<file path="src/rtl/instr_encoder.sv">
// Instruction word encoder: turns one accepted request into an instruction word
// plus optional source/destination extension words over a valid/ready stream.
`timescale 1ns/1ps
module instr_encoder (
  input  logic        clk,
  input  logic        rst_n,
  input  logic        req_valid,
  output logic        req_ready,
  input  logic [1:0]  fmt,
  input  logic [3:0]  opcode,
  input  logic [3:0]  src_reg,
  input  logic [3:0]  dst_reg,
  input  logic [1:0]  as_mode,
  input  logic        ad_mode,
  input  logic        bw,
  input  logic [9:0]  jmp_off,
  input  logic [15:0] src_ext,
  input  logic [15:0] dst_ext,
  output logic [15:0] word_out,
  output logic        word_valid,
  input  logic        word_ready,
  output logic        word_last,
  output logic        err
);

  typedef enum logic [1:0] {IDLE, EMIT_IW, EMIT_SRC, EMIT_DST} state_e;

  state_e      state_q, state_d;
  logic [15:0] iw_q, src_q, dst_q;
  logic        has_src_q, has_dst_q, err_q;

  logic [15:0] iw_d;
  logic        has_src_d, has_dst_d, illegal;
  logic [3:0]  op_reg, dst_eff;
  logic [1:0]  op_mode, as_eff;
  logic        bw_eff;
  logic        accept, hs;

  assign accept = req_valid & req_ready;
  assign hs     = word_valid & word_ready;

  // Decode straight from the request inputs; the result is captured only at accept.
  // NOTE: every always_comb output gets a default first so no path leaves it
  // unassigned, which would otherwise infer a latch.
  always_comb begin
    iw_d      = '0;
    has_dst_d = 1'b0;
    illegal   = 1'b0;
    op_reg    = '0;
    op_mode   = '0;
    bw_eff    = bw;
    as_eff    = as_mode;
    dst_eff   = dst_reg;
    unique case (fmt)
      2'b00: begin
        illegal   = (opcode < 4'd4);
        iw_d      = {opcode, src_reg, ad_mode, bw, as_mode, dst_reg};
        op_reg    = src_reg;
        op_mode   = as_mode;
        has_dst_d = ad_mode;
      end
      2'b01: begin
        illegal = (opcode[2:0] == 3'd7);
        if (opcode[2:0] == 3'd1 || opcode[2:0] == 3'd3 ||
            opcode[2:0] == 3'd5 || opcode[2:0] == 3'd6) bw_eff = 1'b0;
        if (opcode[2:0] == 3'd6) begin
          as_eff  = 2'b00;
          dst_eff = 4'd0;
        end
        iw_d    = {6'b000100, opcode[2:0], bw_eff, as_eff, dst_eff};
        op_reg  = dst_eff;
        op_mode = as_eff;
      end
      2'b10:   iw_d = {3'b001, opcode[2:0], jmp_off};
      default: illegal = 1'b1;
    endcase
    // R3 (any mode) and R2 (modes 10/11) are constant generators without an extension word.
    has_src_d = !fmt[1] &&
                ((op_mode == 2'b01 && op_reg != 4'd3) ||
                 (op_mode == 2'b11 && op_reg == 4'd0));
  end

  always_comb begin
    state_d = state_q;
    unique case (state_q)
      IDLE:     if (accept && !illegal) state_d = EMIT_IW;
      EMIT_IW:  if (hs) state_d = has_src_q ? EMIT_SRC : (has_dst_q ? EMIT_DST : IDLE);
      EMIT_SRC: if (hs) state_d = has_dst_q ? EMIT_DST : IDLE;
      EMIT_DST: if (hs) state_d = IDLE;
      default:  state_d = IDLE;
    endcase
  end

  // NOTE: sequential state uses non-blocking assignments so every register
  // samples the pre-edge values regardless of statement order.
  always_ff @(posedge clk or negedge rst_n) begin
    if (!rst_n) begin
      state_q   <= IDLE;
      iw_q      <= '0;
      src_q     <= '0;
      dst_q     <= '0;
      has_src_q <= 1'b0;
      has_dst_q <= 1'b0;
      err_q     <= 1'b0;
    end else begin
      state_q <= state_d;
      err_q   <= accept & illegal;
      if (accept) begin
        iw_q      <= iw_d;
        src_q     <= src_ext;
        dst_q     <= dst_ext;
        has_src_q <= has_src_d;
        has_dst_q <= has_dst_d;
      end
    end
  end

  // Outputs decode from registered state only, so reset clears them asynchronously.
  always_comb begin
    req_ready  = (state_q == IDLE);
    word_valid = (state_q != IDLE);
    word_out   = '0;
    word_last  = 1'b0;
    unique case (state_q)
      EMIT_IW: begin
        word_out  = iw_q;
        word_last = !has_src_q && !has_dst_q;
      end
      EMIT_SRC: begin
        word_out  = src_q;
        word_last = !has_dst_q;
      end
      EMIT_DST: begin
        word_out  = dst_q;
        word_last = 1'b1;
      end
      default: ;
    endcase
  end

  assign err = err_q;

endmodule

</file>
<file path="config.mk">
export PLATFORM = sky130hd
export DESIGN_NAME = instr_encoder
export DESIGN_NICKNAME = d
export VERILOG_FILES = /design/src/rtl/instr_encoder.sv
export SDC_FILE = /design/constraint.sdc
export NUM_CORES = 1
export LEC_CHECK = 0
export ABC_AREA = 1
export CAP_MARGIN = 20
export CORE_UTILIZATION = 35
export CTS_BUF_LIST = sky130_fd_sc_hd__clkbuf_8
export DETAILED_ROUTE_END_ITERATION = 16
export GPL_ROUTABILITY_DRIVEN = 0
export HOLD_SLACK_MARGIN = 0.15
export PLACE_DENSITY_LB_ADDON = 0.2
export SLEW_MARGIN = 20
export SYNTH_ARGS = -nofsm -noshare
export SYNTH_HDL_FRONTEND = slang
export SYNTH_SLANG_ARGS = --single-unit
</file>
<file path="constraint.sdc">
create_clock -name clk -period 2 [get_ports clk]
set_input_delay 0.4 -clock clk [delete_from_list [all_inputs] [get_ports clk]]
set_output_delay 0.4 -clock clk [all_outputs]
set_load 0.02 [all_outputs]
</file>
# [Word level (Yosys, flattened, before mapping)]
# Cells that the tools add are included.
# Widths: inputs -> output; s select.
[classes] n_lt_le_gt_ge=1 n_eq_ne=17 mux=17 bitwise=3 n_reduce_logical=18
[op_table] operator="$pmux 16 s3" count=2
[op_table] operator="$mux 2" count=7
[op_table] operator="$eq 3x3->1 const B" count=3
[op_table] operator="$eq 2x2->1 const B" count=4
[op_table] operator="$pmux 2 s4" count=1
[op_table] operator="$pmux 4 s2" count=1
[op_table] operator="$eq 2x1->1 const B" count=3
[op_table] operator="$ne 2x2->1 const B" count=3
[op_table] operator="$pmux 1 s3" count=2
[op_table] operator="$logic_and 1x1->1" count=5
[op_table] operator="$logic_not 1->1" count=4
[op_table] operator="$logic_not 2->1" count=2
[op_table] operator="$logic_not 4->1" count=1
[op_table] operator="$logic_or 1x1->1" count=4
[op_table] operator="$lt 4x3->1 const B" count=1
[op_table] operator="$mux 4" count=1
[op_table] operator="$ne 4x2->1 const B" count=1
[op_table] operator="$pmux 2 s2" count=1
[op_table] operator="$reduce_and 4->1" count=1
[op_table] operator="$and 1x1->1" count=3
[op_table] operator="$eq 3x1->1 const B" count=1
[op_table] operator="$eq 3x2->1 const B" count=1
[op_table] operator="$mux 1" count=2
[op_table] operator="$ne 2x1->1 const B" count=1
[op_table] operator="$reduce_bool 2->1" count=1
[totals] reg_bits=53 in_bits=64 out_inout_bits=20 elab_cells=63

# [Logic depth before layout (Yosys ltp)]
# Gate-level depths: netlist (run 1).
[depth] depth_word=7 mapped_depth=10 depth_no_buf=10

# [Least setup slack after synthesis (run 1)]
# OpenSTA, ideal clock, no wires.
[synth_timing] path_type="register to output" startpoint="register state_q[0]" endpoint="output port word_out[10]" t_arrival_ns=1.239 t_required_ns=1.600 slack_ns=0.361 path_stages_with_launch=6 n_path_buf=2 cell_sequence="dfrtp_1 buf_6 nor2_1 buf_2 nand2_1 o211ai_1"
[synth_between] elab_chain_len=2 word_cells_on_any_way=4 cone_classes="3 x eq/ne; 1 x mux"
[synth_rtl] item="start: declaration" line_no="28" rtl="state_e state_q, state_d;"
[synth_rtl] item="start signal: assignment" line_no="106" rtl="state_q <= state_d;"
[synth_rtl] item="$eq 2x2->1 or $eq 2x1->1 (tied branches)" line_no="124" rtl="unique case (state_q)"
[synth_rtl] item="$pmux 16 s3 *" line_no="124"
[synth_rtl] item="end: declaration" line_no="19" rtl="output logic [15:0] word_out,"
# Every way passes the cells marked *; elsewhere a longest branch is shown, timed or not.

# [Final worst setup path (run 1)]
[layout_timing] startpoint="register state_q[1]" endpoint="output port word_out[10]"
# Same word-level chain as after synthesis.

==> results.toml, run 1 <==
[die]
core_um2 = 7410
start_util_pct = 36.9
die_width_um = 90.3
io_pins = 84
dieArea_um2 = 8160
row_count = 31
die_y_um = 90.3

[logic_synthesis]
synth.most_common_cell = "nand2_1"
synth_fp_nets = 425
yosys_warnings = 0
synth_top_area_share_pct = 48.6
ys_ff_latch = 53
synth_top_cell_by_area = "dfrtp_1"
netlist_area_um2 = 2730
synthTopCellsByArea = "dfrtp_1, nand2_1, o211ai_1, nand3_1, inv_1"
yosysUniqueCellTypes = 24
synthCells = 361
synth.avg_cell_area_um2 = 7.56
synthArstFlopShare_pct = 100
synth-main-ff-cell = "dfrtp_1"
synth-edff-count = 0
yosysSeqAreaShare_pct = 48.6
synthTopCellsByCount = "nand2_1, dfrtp_1, inv_1"

[global_route]
grt_pass1_wl_mm = 12.8
grt_usage_pct = 19.7
antenna_found_initial = 0
grt_max_degree = 31
grt-ovfl-total = 0
grt_pass1_vias = 2703

[critical_path]
path_cells = "inv_2, nand2_2, buf_4, o211ai_1, buf_2"
path_buf_inv = 3
path_class = "reg2out"
critPathSlowestCell = "dfrtp_1"
critPathTopFamily = "buffers and inverters"
cp.required_ns = 1.60
worstSetupEndpointType = "output pin"
cp-start-kind = "flip-flop"
cp_max_fo = 6
slowest_delay_ns = 0.44
cp.arrival_ns = 1.51

[layout]
n_fill_cell = 736
diodes = 0
syn_to_final_growth_pct = 42.3
layout-drive-gt1-share_pct = 16.3
final_nets = 528

[detailed_routing]
drtAntennaViolNets = 0
drtPass1Iterations = 4
drt_iter0_drc = 129
viasPerCell = 4.81
vias = 2715
drc = 0
finalWirelength_mm = 7.71
wl_per_cell_um = 13.7

[power_and_ir_drop]
p_leak_nw = 1.92
power_density_nw_per_um2 = 1230
ir_worst_vdd_mv = 0.571

[hold_path]
hp-class = "reg2reg"

[placement]
hpwl_mm = 5.87
portBuffers = 83

[timing]
setup_tns_ns = 0
hold_violations = 0
clock.fmax_mhz = 523
setup_viol = 0
slew_headroom_pct = 62.9
tightestPinTransition_ns = 0.556
fin_worst_skew_ns = 0.00373
holdWs_ns = 0.479
layout_min_cycle_time_ns = 1.91
post-route-period-util_pct = 95.7
drv_slew = 0

[clocking]
clk_root_buffer_cell = "clkbuf_8"
cts_buffers = 5
cts_sinks = 53
clock_latency_ns = 0.31
clk_pin_slew_ns = 0.09
cts_tree = "done"
clk_path_buf_depth = 2
htree_levels = 2

[outcome]
status = "finished clean"

[run]
cap_violations = 0
## worst register-to-register path, delay by kind of cell (launching register included)
family	cells	cell delay, ns
simple gates	5	0.58
buf+inv	3	0.44
flops	1	0.44
compound gates	1	0.10
## final timing paths
kind / depth (start not counted) / slack (ns) / start / to
worst max register to register: 9 / 0.34 / state_q[1]$_DFFE_PN0P_ / state_q[0]$_DFFE_PN0P_
worst min-delay path: 2 / 0.48 / src_q[12]$_DFFE_PN0P_ / src_q[12]$_DFFE_PN0P_
min in group asynchronous: 2 / 0.60 / rst_n / iw_q[2]$_DFFE_PN0P_
worst min register to register: 2 / 0.48 / src_q[12]$_DFFE_PN0P_ / src_q[12]$_DFFE_PN0P_
max in group asynchronous: 3 / 0.83 / rst_n / iw_q[11]$_DFFE_PN0P_
worst max-delay path: 5 / 0.09 / state_q[1]$_DFFE_PN0P_ / word_out[10]
## what timing repair did
item                                   4_1_cts  5_1_grt
hold buffers                                 1        0
gates resized for setup                     65       14
cloned                                       1        0
buffers inserted                             1        1
setup endpoints to repair                   19       13
endpoints found under the hold margin       21        0
## metal layers
metal,GRT usage (%),share of wire (%)
met2,33.3,48
met1,25.8,45
met4,5.91,1.7
met3,3.54,5.1
met5,0,0
## report_power, final
group	leakage [nW]	switching, mW	internal [mW]
clock network	0.0542	0.353	0.314
logic	1.20	1.39	0.910
registers	0.664	0.258	1.56
## stage by stage
| stage | util [%] | worst slack [ns] | std cells | power [mW] | instance area, um2 |
|---|---|---|---|---|---|
| floorplan | - | 0.361 | 361 | 3.15 | 2730 |
| global placement | 51.4 | 0.0294 | 552 | 4.21 | 3810 |
| detailed placement | 51.4 | -0.0164 | 552 | 4.26 | 3810 |
| CTS | 52.3 | -0.0421 | 563 | 4.79 | 3870 |
| global route | 52.4 | -0.00593 | 564 | 5.17 | 3880 |
| finish | 52.4 | 0.0862 | 564 | 4.79 | 3880 |
## placed cells by master (no fill, tap or decap), drive strengths merged
master	Yosys	routed
dlygate4sd2	0	2
clkdlybuf4s15	0	1
inv	30	30
clkinv	1	2
dfrtp	53	53
nor2	8	8
dlygate4sd3	0	1
clkdlybuf4s50	0	63
o211ai	17	17
a22oi	4	4
nand2	181	181
a31oi	1	1
a21oi	3	3
nand4	3	3
o21ai	23	23
nand3	21	21
clkbuf	1	10
buf	15	42
## cell families after synthesis
group,Yosys count,synth area share [%]
flops,53,48.6
compound gates,48,10.9
simple gates,213,32.7
buf+inv,47,7.84
## sequential cells by signal, summed over array words and instances, names as in the netlist
register   flops
has_dst_q      1
has_src_q      1
err            1
dst_q         16
iw_q          16
src_q         16
state_q        2
## layout make-up
type	instances	area, um2	share of cell area, %
multi-input combinational	261	1200	31.0
sequential	53	1330	34.2
inverter	31	118	3.03
timing repair buffer	112	1010	26.0
clock buffer	7	96.3	2.48
tap	99	124	3.19
clock inverter	1	5.00	0.129
No activity file was read; power rests on OpenSTA's default activity.
==> run 2: changes to the inputs <==
--- a/config.mk
+++ b/config.mk
@@ -7,11 +7,12 @@
 export LEC_CHECK = 0
 export ABC_AREA = 1
 export CAP_MARGIN = 20
+export CORE_ASPECT_RATIO = 2
+export CORE_MARGIN = 8
 export CORE_UTILIZATION = 35
 export CTS_BUF_LIST = sky130_fd_sc_hd__clkbuf_8
 export DETAILED_ROUTE_END_ITERATION = 16
 export GPL_ROUTABILITY_DRIVEN = 0
-export HOLD_SLACK_MARGIN = 0.15
 export PLACE_DENSITY_LB_ADDON = 0.2
 export SLEW_MARGIN = 20
 export SYNTH_ARGS = -nofsm -noshare
==> run 2 against run 1 <==
  * Die area rose by 35%
  * First-iteration DRC count is 28% higher
  * Power increased by 3.4%
  * Highest routed layer unchanged
  * Clock skew rose by 0.00091 ns
==> results.toml, run 2 (same netlist as run 1, synthesis figures left out) <==
[detailed_routing]
vias = 2600
wl_per_cell_um = 15.2
finalWirelength_mm = 8.38
drt_iter0_drc = 165
drtAntennaViolNets = 0
drtPass1Iterations = 4
drc = 0
viasPerCell = 4.71

[layout]
diodes = 0
top_regs = "dst_q (16), iw_q (16), src_q (16)"
final_common_cell = "nand2_1"
mostFrequentLayoutCells = "nand2_1, clkdlybuf4s50_1, dfrtp_1"
n_fill_cell = 753
syn_to_final_growth_pct = 42.3
final_nets = 521
final_cells = 552
final_core_util_pct = 51.1
layout-drive-gt1-share_pct = 14.2

[timing]
layout_min_cycle_time_ns = 1.97
slew_headroom_pct = 74.5
post-route-period-util_pct = 98.4
clock.fmax_mhz = 508
drv_slew = 0
hold_violations = 0
rsz0062_at_grt = "true"
setup_viol = 0
fin_worst_skew_ns = 0.00463
setup_tns_ns = 0
tightestPinTransition_ns = 0.382
layout_setup_ws_ns = 0.0313

[clocking]
cts_sinks = 53
clock_latency_ns = 0.31
htree_levels = 2
cts_buffers = 5
clk_pin_slew_ns = 0.09
clk_path_buf_depth = 2
clk_root_buffer_cell = "clkbuf_8"
cts_tree = "done"

[die]
die_y_um = 141
start_util_pct = 35.9
die_width_um = 78.5
row_count = 45
core_um2 = 7600
dieArea_um2 = 11100
io_pins = 84

[power_and_ir_drop]
switching_power_mw = 1.99
sw_frac_of_total_pct = 40.2
p_leak_nw = 1.90
ir_worst_vdd_mv = 0.667
intPower_mw = 2.96
p_clk_share_pct = 17.1
power_density_nw_per_um2 = 1270
p_seq_share_pct = 36.6
combPwrFrac_pct = 46.3

[critical_path]
cp_max_fo = 8
path_class = "reg2out"
ff2ff_setup_slack_ns = 0.43
cp-start-kind = "flip-flop"
cp.arrival_ns = 1.57
worstSetupEndpointType = "output pin"
cp.required_ns = 1.60

[global_route]
grt_max_degree = 32
grt_pass1_vias = 2817
grt-ovfl-total = 0
antenna_found_initial = 0
grt_usage_pct = 15.6
grt_pass1_wl_mm = 13.8

[placement]
dpl_worst_slack_ns = -0.0561
hpwl_mm = 6.56
placed_cells = 542
portBuffers = 83

[outcome]
status = "finished clean"

[run]
cap_violations = 0

[hold_path]
hp-class = "in2async"
-- run 2: power groups by stage --
stage	clock (mW)	sequential [mW]	combinational, mW
floorplan	0	1.75	1.40
global placement	0	1.81	2.42
detailed placement	0	1.82	2.46
CTS	0.867	1.80	2.37
global route	0.900	1.87	2.56
finish	0.846	1.81	2.29
-- run 2: metal layers --
layer  track usage, %  vias up  part of all wire (%)
met4             6.59        0                   2.1
met3             2.68       11                   3.7
met2             28.4       70                    55
li1                 -     1330                     -
met1             17.0     1189                    39
met5                0        -                     0
-- run 2: path summary, 6_finish.rpt --
kind / start / endpoint / cells past startpoint
min in group clk: dst_q[11]$_DFFE_PN0P_ / dst_q[11]$_DFFE_PN0P_ / 2
worst max-delay path: state_q[0]$_DFFE_PN0P_ / word_out[12] / 5
worst min register to register: dst_q[11]$_DFFE_PN0P_ / dst_q[11]$_DFFE_PN0P_ / 2
max in group asynchronous: rst_n / iw_q[7]$_DFFE_PN0P_ / 3
worst max register to register: state_q[0]$_DFFE_PN0P_ / iw_q[13]$_DFFE_PN0P_ / 8
worst min-delay path: rst_n / src_q[8]$_DFFE_PN0P_ / 2
-- run 2: area by class of cell --
class / instances / area (um2) / area share [%]
Multi-Input combinational cell: 261 / 1190 / 30.8
Tap cell: 94 / 118 / 3.03
Clock buffer: 5 / 68.8 / 1.77
Timing Repair Buffer: 105 / 995 / 25.6
Inverter: 31 / 118 / 3.03
Sequential cell: 53 / 1330 / 34.1
Clock inverter: 3 / 65.1 / 1.67
-- run 2: what timing repair did --
item / 4_1_cts / 5_1_grt
endpoints found under the setup margin: 19 / 17
setup buffers: 0 / 0
resized for setup: 42 / 22
pin swaps: 0 / 1
hold buffers: 1 / 0
endpoints found under the hold margin: 5 / 0
gates cloned: 0 / 1
-- run 2: metrics by stage --
step	hold WS [ns]	area [um2]	total power, mW
2_1_floorplan	0.104	2730	3.15
3_3_place_gp	0.254	3780	4.23
3_5_place_dp	0.254	3780	4.28
4_1_cts	0.447	3930	5.04
5_1_grt	0.447	3880	5.33
6_report	0.448	3880	4.95
-- run 2: worst max-delay path, cell delays in order, from the launching register on --
cell	delay [ns]
dfrtp_1	0.44
nor2_2	0.20
buf_6	0.17
nand2_1	0.06
o211ai_1	0.09
clkdlybuf4s15_2	0.29
